--- src/rtl/addsub_pkg.sv ---
// Shared definitions for the add/sub/accumulate unit.
// The controller that drives op imports the same encodings.
package addsub_pkg;

   // Operation select as it appears on the op port
   typedef enum logic [1:0] {
      OP_SUB  = 2'd0,
      OP_ADD  = 2'd1,
      OP_HOLD = 2'd2,
      OP_ACC  = 2'd3
   } op_e;

endpackage

--- src/rtl/addsub_core.sv ---
// Combinational SIZE-bit add/subtract with carry (borrow on subtract)
// and signed two's-complement overflow of the unsaturated result.
module addsub_core #(
   parameter int SIZE = 4
) (
   input  logic [SIZE-1:0] a,
   input  logic [SIZE-1:0] b,
   input  logic            sub,
   output logic [SIZE-1:0] sum,
   output logic            carry,
   output logic            ovf
);

   logic [SIZE:0] raw;

   // The extra top bit of the widened result doubles as borrow on subtract
   always_comb begin
      if (sub) begin
         raw = {1'b0, a} - {1'b0, b};
         ovf = (a[SIZE-1] != b[SIZE-1]) && (raw[SIZE-1] != a[SIZE-1]);
      end else begin
         raw = {1'b0, a} + {1'b0, b};
         ovf = (a[SIZE-1] == b[SIZE-1]) && (raw[SIZE-1] != a[SIZE-1]);
      end
      sum   = raw[SIZE-1:0];
      carry = raw[SIZE];
   end

endmodule

--- src/rtl/addsub_pipe.sv ---
// Registered add/sub/accumulate unit with valid/ready handshake, one output
// register stage, optional unsigned saturation.
module addsub_pipe
   import addsub_pkg::*;
#(
   parameter int SIZE = 4,
   parameter bit SAT  = 1'b0
) (
   input  logic            clk,
   input  logic            rst,
   input  logic            in_valid,
   output logic            in_ready,
   input  logic [SIZE-1:0] left,
   input  logic [SIZE-1:0] right,
   input  logic [1:0]      op,
   output logic            out_valid,
   input  logic            out_ready,
   output logic [SIZE-1:0] res,
   output logic            carry,
   output logic            ovf
);

   op_e             opCode;
   logic            accept;
   logic            isSub;
   logic [SIZE-1:0] coreA;
   logic [SIZE-1:0] coreSum;
   logic            coreCarry;
   logic            coreOvf;
   logic [SIZE-1:0] nextRes;

   assign opCode   = op_e'(op);
   assign in_ready = !out_valid || out_ready;
   assign accept   = in_valid && in_ready;
   assign isSub    = (opCode == OP_SUB);

   // Accumulate reads the output register directly, so back-to-back beats
   // always see the previous accepted result
   assign coreA = (opCode == OP_ACC) ? res : left;

   addsub_core #(.SIZE(SIZE)) u_core (
      .a     (coreA),
      .b     (right),
      .sub   (isSub),
      .sum   (coreSum),
      .carry (coreCarry),
      .ovf   (coreOvf)
   );

   // Saturation clamps only the result; the flags still describe the raw op
   always_comb begin
      nextRes = coreSum;
      if (SAT && coreCarry) begin
         nextRes = isSub ? '0 : '1;
      end
   end

   // Output register: a hold beat re-emits the stored result untouched
   always_ff @(posedge clk) begin
      if (rst) begin
         res       <= '0;
         carry     <= 1'b0;
         ovf       <= 1'b0;
         out_valid <= 1'b0;
      end else if (accept) begin
         out_valid <= 1'b1;
         if (opCode != OP_HOLD) begin
            res   <= nextRes;
            carry <= coreCarry;
            ovf   <= coreOvf;
         end
      end else if (out_valid && out_ready) begin
         out_valid <= 1'b0;
      end
   end

endmodule

--- config.mk ---
export PLATFORM = sky130hd
export DESIGN_NAME = addsub_pipe
export DESIGN_NICKNAME = d
export VERILOG_FILES = /design/src/rtl/addsub_pkg.sv /design/src/rtl/addsub_core.sv /design/src/rtl/addsub_pipe.sv
export SDC_FILE = /design/constraint.sdc
export NUM_CORES = 1
export LEC_CHECK = 0
export BUFFER_PORTS_ARGS = -buffer_cell sky130_fd_sc_hd__buf_2
export CORE_MARGIN = 1
export CORE_UTILIZATION = 44
export CTS_CLUSTER_SIZE = 14
export DETAILED_ROUTE_END_ITERATION = 10
export MAX_ROUTING_LAYER = met4
export PLACE_DENSITY = 0.84
export SYNTH_ARGS = -nofsm -noshare
export SYNTH_HDL_FRONTEND = slang
export SYNTH_SLANG_ARGS = --single-unit
--- constraint.sdc ---
create_clock -name clk -period 2.04 [get_ports clk]
set_input_delay 0.204 -clock clk [delete_from_list [all_inputs] [get_ports clk]]
set_output_delay 0.204 -clock clk [all_outputs]
set_load 0.005 [all_outputs]
==> results of run 1 <==
Yosys cell counts:
cell type  count  area share, %
o211a_1        1            1.5
buf_2          1           0.73
nor3_1         2            1.5
a2111oi_2      1            2.2
a21oi_1        5            3.7
or4_1          1            1.1
dfxtp_1        7             20
nand2_1        3            1.6
a311oi_1       1            1.3
clkbuf_1       1           0.55
mux2i_1        3            4.4
a21o_1         1            1.1
fa_1           2            5.9
o21ai_0        4            2.9
nor2_1         5            2.7
nor4_1         1           0.91
inv_1          9            4.9
a2111oi_0      1            1.3
nor3b_1        1            1.1
o21bai_1       1            1.1
o211ai_1       2            2.2
a31oi_1        1           0.91
nand3b_1       1            1.1
or2_1          1           0.91
ha_1           8             15
nand2b_1       2            1.8
and2b_2        1            1.3
and3_1         2            1.8
o311a_1        1            1.5
mux2_2         3            4.9
a211oi_1       1            1.1
o21a_1         2            2.2
nand3_1        2            1.5
a21bo_2        1            1.5
and3b_4        1            1.8
routing by layer:
metal  vias up  GRT usage (%)  wire length, um
li1        361              -                -
met1       335           24.7              719
met2        56           36.6              870
met3         8           5.22              181
met4         0           8.39               48
met5         -              -                0
final timing paths:
kind,to,slack [ns],cells past startpoint
worst min-delay path,carry,0.19,2
worst max register to register,res[2],0.04,9
worst min register to register,res[2],0.49,2
worst max-delay path,res[2],0.04,9
registers in the layout, indices dropped and copies added, names as in the netlist:
name       cells
carry          1
res            4
ovf            1
out_valid      1
per-stage QoR:
stage	util, %	TNS (ns)
2_1_floorplan	-	0
3_3_place_gp	65.5	-0.163
3_5_place_dp	65.5	-0.394
4_1_cts	67.4	0
5_1_grt	68.4	-0.0471
6_report	68.4	0
final cells by class:
type	instances	area, sq um	share of cell area (%)
clock buffers	4	26.3	2.81
inverters	9	33.8	3.61
multi-input cells	62	528	56.5
flip-flops and latches	7	140	15.0
well taps	15	18.8	2.01
repair buffers	32	188	20.1
report_power, final:
| group | internal, mW | switching [mW] |
|---|---|---|
| Clock | 0.0750 | 0.0593 |
| Sequential | 0.149 | 0.00797 |
| Combinational | 0.105 | 0.100 |
cells by family (layout without fill, tap and decap cells):
logic type      after synthesis  count (layout)  share of synthesized area [%]
compound gates               23              23                           24.3
fa+ha+maj                    10              10                           20.5
flops                         7               7                           20.5
simple gates                 23              23                           19.2
mux                           6               6                           9.32
buf+inv                      11              45                           6.21
what timing repair did:
| action | CTS | global route |
|---|---|---|
| setup endpoints to repair | 0 | 3 |
| endpoints found under the hold margin | 0 | 0 |
| gates resized for setup | 0 | 4 |
worst register-to-register path, stage by stage (launching register included):
cell and delay (ns):
dfxtp_1 0.36, mux2_2 0.18, buf_4 0.11, inv_1 0.06
buf_4 0.13, fa_1 0.44, o21a_1 0.15, o21ai_0 0.23
nand3b_1 0.12, a21oi_1 0.17
==> run summary, run 1 <==
The final-stage net count came out at 139. At the worst endpoint, the required time is 2.22 ns. The library cells used most frequently in the layout, excluding fill and tap cells, are 21 x buf_2, 11 x buf_4, 9 x inv_1. The critical-path maximum fanout is 3. The final setup violation count is 0.

The number of register bits inferred by synthesis came out at 7. The height of the die is 41.4 um. Setup repair after global routing could not meet its margin everywhere. The maximum level of the CTS H-tree came out at 1. The setup clock skew after layout came out at approximately 0.013 ns.

The number of port buffers is 21. The overall power consumption came out at 0.496 mW. TritonCTS built the clock tree.

The routed design could run at a clock period as short as 2.00 ns. The average via count per standard cell came out at 5.89. The final cycle utilization of the critical path came out at 98.2%. The wire length per cell came out at 14.1 um.

Data arrives at the worst endpoint at 2.18 ns. The cell type group with the largest total delay on the critical path is compound AO/OA/AOI/OAI gates. The smallest hold slack came out at 0.194 ns. Tracing the worst setup path back leads to its startpoint at res[1]. Pin placement for this block handled 22 I/O pins. The startpoint identified for the worst hold timing path is rst. The transition time of the tightest slew-check pin came out at 0.336 ns. The standard cell with the maximum stage delay on the critical path is fa_1. The critical path endpoint category is a flip-flop. The total number of vias came out at 760. The clock-pin transition on the worst setup and hold timing paths is around 0.07 ns. After floorplanning, the core was sized to cover between 1000 and 1500 sq um.

The count of cell types in the netlist came out at 35. The filler cell count in the final layout came out at 96. The via count of the first global-routing pass came to roughly 700.

The library cell used most frequently in the layout, excluding fill and tap cells, is buf_2. The placement-stage cell area came out at 895 sq um. The sequential share of the synthesized area came out at 20.5%. Clock tree synthesis selected as its root buffer the cell clkbuf_4. The number of instances in the synthesized netlist came out at 80.

The post-detailed-route count of antenna-violating nets is 0. The initial utilization of the core area, before any placement, comes to 50.1%. The area growth from synthesis to final layout came out at 36.6%. Global routing finished with a remaining overflow of 0. The static leakage came out at 0.475 nW. The path type of the worst setup path is reg -> reg.

The die boundary width came out at slightly above 40 um. The max-cap violation count came out at 0. The post-synth net total came out at around 100.

Summed over all layers, the routed wires come to 1.82 mm. In this run the critical register-to-register path is launched from res[1]. The routability congestion estimate from global placement is around 0.87. Detailed placement finished with a half-perimeter wire length of 1.43 mm. The areal power density over the cells is 531 nW/um^2. The top achievable clock speed came out at 499 MHz. The Yosys warning count is 0. The first global-routing pass estimated between 2 and 3 mm of wire. The number of standard cells in the final layout excluding fillers is 129. The die outline area came out at roughly 1700 sq um.

The final instance area came out at between 900 and 1000 sq um. The number of DRC markers in iteration 0 is 42. At the later pin of the worst-skew pair, clock insertion delay measures 0.26 ns. The number of hold buffers added after CTS came out at 0. The worst slack at placement came out at -0.135 ns. The max-slew violation count is 0. The fraction of layout cells with a size suffix above 1 is around 40%. The largest net degree at the start of global routing came out at 9.

The buffers plus inverters on the worst setup path is 3. The most prevalent standard cell on the critical path is buf_4. The number of buffers created by CTS came out at 3.

The longest individual stage delay on the worst path came out at 0.44 ns. The worst setup path is launched from a flip-flop. The run finished with clean final reports.

The first detailed-routing pass ran for 4 iterations. In this run the cell area of the synthesized design comes to 684 sq um. The placement row count came out at 13. Traced cell by cell, the critical path runs through mux2_2 > buf_4 > inv_1 > buf_4 > fa_1 > o21a_1 > o21ai_0 > nand3b_1 > a21oi_1. For this design, the sink count on the clock tree is 7. The number of remaining DRC errors is 0. The global-route usage over all layers is 21.7%. The tightest min-delay check is of the in -> reg type. The post-placement cell count is around 130. The clock passes through at most 2 buffers.

VDD sags by at most 211 uV. The worst slew margin relative to its limit came out at roughly 78%. The initial antenna violation count came out at 0.

The total count of hold-check failures in the final report is 0. The number of antenna diodes in the final layout is 0. In this run the post-CTS setup repair buffer count came out at 0. The final worst setup slack came out at 0.0360 ns.

In this run the mean area of a mapped cell was 8.56 sq um.
Power figures use the tool's default switching activity.
==> run 2, diff against run 1 <==
--- a/config.mk
+++ b/config.mk
@@ -12,6 +12,7 @@
 export DETAILED_ROUTE_END_ITERATION = 10
 export MAX_ROUTING_LAYER = met4
 export PLACE_DENSITY = 0.84
+export RECOVER_POWER = 100
 export SYNTH_ARGS = -nofsm -noshare
 export SYNTH_HDL_FRONTEND = slang
 export SYNTH_SLANG_ARGS = --single-unit
==> run 2 against run 1 <==
  * Register-to-register slack about the same
  * Worst hold slack improved by 0.0011 ns
  * Wire length increased by 1.2%
  * Combinational power about the same
  * Critical path type unchanged
  * Setup slack improved by 0.00062 ns
  * Critical path depth unchanged
  * Power about the same
  * Critical endpoint unchanged
  * Clock-buffer cell count unchanged
  * Core utilization unchanged
  * Non-clock buffer count unchanged
==> run summary, run 2 (synthesis gave the netlist of run 1 again) <==
Run status: complete, no violations (unchanged). The area growth from synthesis to final layout is 36.6% (unchanged). The number of remaining DRC errors is 0 (unchanged). The maximum ir drop on the vdd rail came to 211 uV (about the same). The fraction of power spent switching nets is 33.7% (about the same). The capture instance of the worst register-to-register path is res[2] (unchanged). The routability congestion estimate from global placement was 0.867 (unchanged). The total number of vias came out at 768 (was 760). The final wirelength was 1.84 mm (was 1.82 mm).

The post-detailed-route count of antenna-violating nets came to 0 (unchanged). The final instance area is 935 sq um (unchanged). The wire length per cell came out at 14.3 um (was 14.1 um). The final critical path time including I/O delays and setup is 2.00 ns (about the same).

The number of DRC markers in iteration 0 is 42 (unchanged). The post-placement cell count is 125 (unchanged). The sort of element at the start of the critical path is a flip-flop (unchanged). The terminating pin of the worst hold path is carry (unchanged). The path type of the worst setup path is reg -> reg (unchanged). The setup clock skew after layout came out at 0.0121 ns (was 0.0132 ns).

The max-slew violation count is 0 (unchanged). The effective utilization at floorplan came out at 50.1% (unchanged). The standard cell core area came out at 1370 sq um (unchanged). The average via count per standard cell came to 5.95 (was 5.89). The clock-pin transition on the worst setup and hold timing paths came out at 0.07 ns (about the same). The worst-skew pair later-pin latency came out at 0.26 ns (about the same). The type of the most critical hold path is in -> reg (unchanged). The critical path startpoint was res[1] (unchanged).

The top achievable clock speed is 499 MHz (about the same). The worst reg-to-reg path cell count was 9 (unchanged). The placement row count came out at 13 (unchanged). The relative contribution of combinational cells to total power came out at 41.3% (was 41.2%). The static leakage is 0.475 nW (about the same).

The number of buffers created by CTS came out at 3 (unchanged). The number of stages on the worst hold path came to 2 (unchanged). The placement-stage cell area is 895 sq um (unchanged). The number of standard cells in the final layout excluding fillers came out at 129 (unchanged). The critical path endpoint category was a flip-flop (unchanged). The height of the die was 41.4 um (unchanged). The areal power density over the cells came out at 531 nW/um^2 (about the same). The transition time of the tightest slew-check pin came out at 0.333 ns (was 0.336 ns).

The number of flip-flops under the largest register name came out at 4 (unchanged). The maximum clock insertion buffer count is 2 (unchanged). The critical-path maximum fanout is 3 (unchanged). The internal power was 0.329 mW (about the same). The max-cap violation count came to 0 (unchanged).

The die boundary width is 41.4 um (unchanged). The number of iterations in the first detailed-routing pass is 4 (unchanged). Setup repair after global routing missed its margin: true (unchanged). The start point of the worst hold path was rst (unchanged). The die outline area was 1720 sq um (unchanged).

The largest net degree at the start of global routing is 9 (unchanged). The power share of the sequential group is 31.7% (about the same). The worst slew margin relative to its limit came out at 77.8% (was 77.6%). The number of port buffers came out at 21 (unchanged).

The fraction of layout cells with a size suffix above 1 is 40.4% (unchanged). The sink count of the clock tree came out at 7 (unchanged). The number of diodes added for antenna fixing is 0 (unchanged). The switching power total is 0.167 mW (about the same). The proportion of power drawn by the clock network is 27.0% (was 27.1%).

The data required time of the worst path was 2.21 ns (was 2.22 ns). The half-perimeter wire length of the detailed placement result came out at 1.43 mm (unchanged). The final-stage net count came out at 139 (unchanged).

The final setup violation count came to 0 (unchanged). The clock tree root driver cell is clkbuf_4 (unchanged). The residual overflow from global routing came out at 0 (unchanged). The via count of the first global-routing pass is 686 (unchanged).

The worst slack at placement came to -0.135 ns (unchanged). The smallest hold slack is 0.195 ns (was 0.194 ns). The final worst setup slack came out at 0.0366 ns (was 0.0360 ns). The endpoint arrival time on the critical path came out at 2.18 ns (about the same). Commonest cells after routing, fill and taps aside: 21 x buf_2, 9 x inv_1, 9 x buf_4 (was 21 x buf_2, 11 x buf_4, 9 x inv_1). The global-route usage over all layers came out at 21.7% (unchanged). The initial antenna violation count came to 0 (unchanged). The total count of hold-check failures in the final report is 0 (unchanged). The I/O pin count is 22 (unchanged). The maximum level of the CTS H-tree is 1 (unchanged).

The accumulated negative setup slack was 0 ns (unchanged). The clock tree from TritonCTS was done (unchanged). The register-to-register path setup slack was 0.04 ns (about the same). The global-route wire length before repair came out at 2.85 mm (unchanged).

The most common cell after layout, fill and taps aside is buf_2 (unchanged). The number of hold buffers added after CTS came out at 0 (unchanged). The final cycle utilization of the critical path is 98.2% (about the same). The register with the most flip-flops is res (unchanged).

The launch point of the worst reg-to-reg path is res[1] (unchanged).
run 2: final cells by class:
type | count | area (sq um)
repair buffers | 32 | 188
clock buffers | 4 | 26.3
flip-flops and latches | 7 | 140
well taps | 15 | 18.8
fillers | 96 | 432
multi-input cells | 62 | 528
inverters | 9 | 33.8
run 2: timing repair:
action                     CTS  global route
buffers inserted             0             0
setup endpoints to repair    0             3
gates resized for setup      0             4
run 2: through the flow:
step	power, mW	utilization [%]
final	0.496	68.4
after global routing	0.529	68.4
after CTS	0.484	67.4
after detailed placement	0.355	65.5
after global placement	0.346	65.5
after floorplan	0.275	-
run 2: how the worst max path moves through the flow:
stage,end,slack [ns],cells past startpoint
floorplan,res[3],0.04,7
global placement,res[3],-0.1,8
detailed placement,res[3],-0.13,8
CTS,res[2],0.04,9
global route,res[2],-0.03,9
finish,res[2],0.04,9
run 2: metal layers:
metal  global-route usage [%]  part of all wire [%]
met3                     5.22                    10
met2                     36.6                    48
met4                     8.39                   2.1
met5                        -                     0
met1                     24.7                    40
run 2: power by group through the flow:
| stage | registers [mW] | clock network (mW) | logic, mW |
|---|---|---|---|
| 3_5_place_dp | 0.160 | 0 | 0.196 |
| 4_1_cts | 0.157 | 0.131 | 0.196 |
| 2_1_floorplan | 0.160 | 0 | 0.115 |
| 5_1_grt | 0.159 | 0.146 | 0.224 |
| 3_3_place_gp | 0.160 | 0 | 0.186 |
| 6_report | 0.157 | 0.134 | 0.205 |
run 2: critical path, cell delays in order, from the launching register on:
cell      delay, ns
dfxtp_1        0.36
mux2_2         0.18
buf_4          0.11
inv_1          0.06
clkbuf_4       0.14
fa_1           0.44
o21a_1         0.15
o21ai_0        0.23
nand3b_1       0.12
a21oi_1        0.17
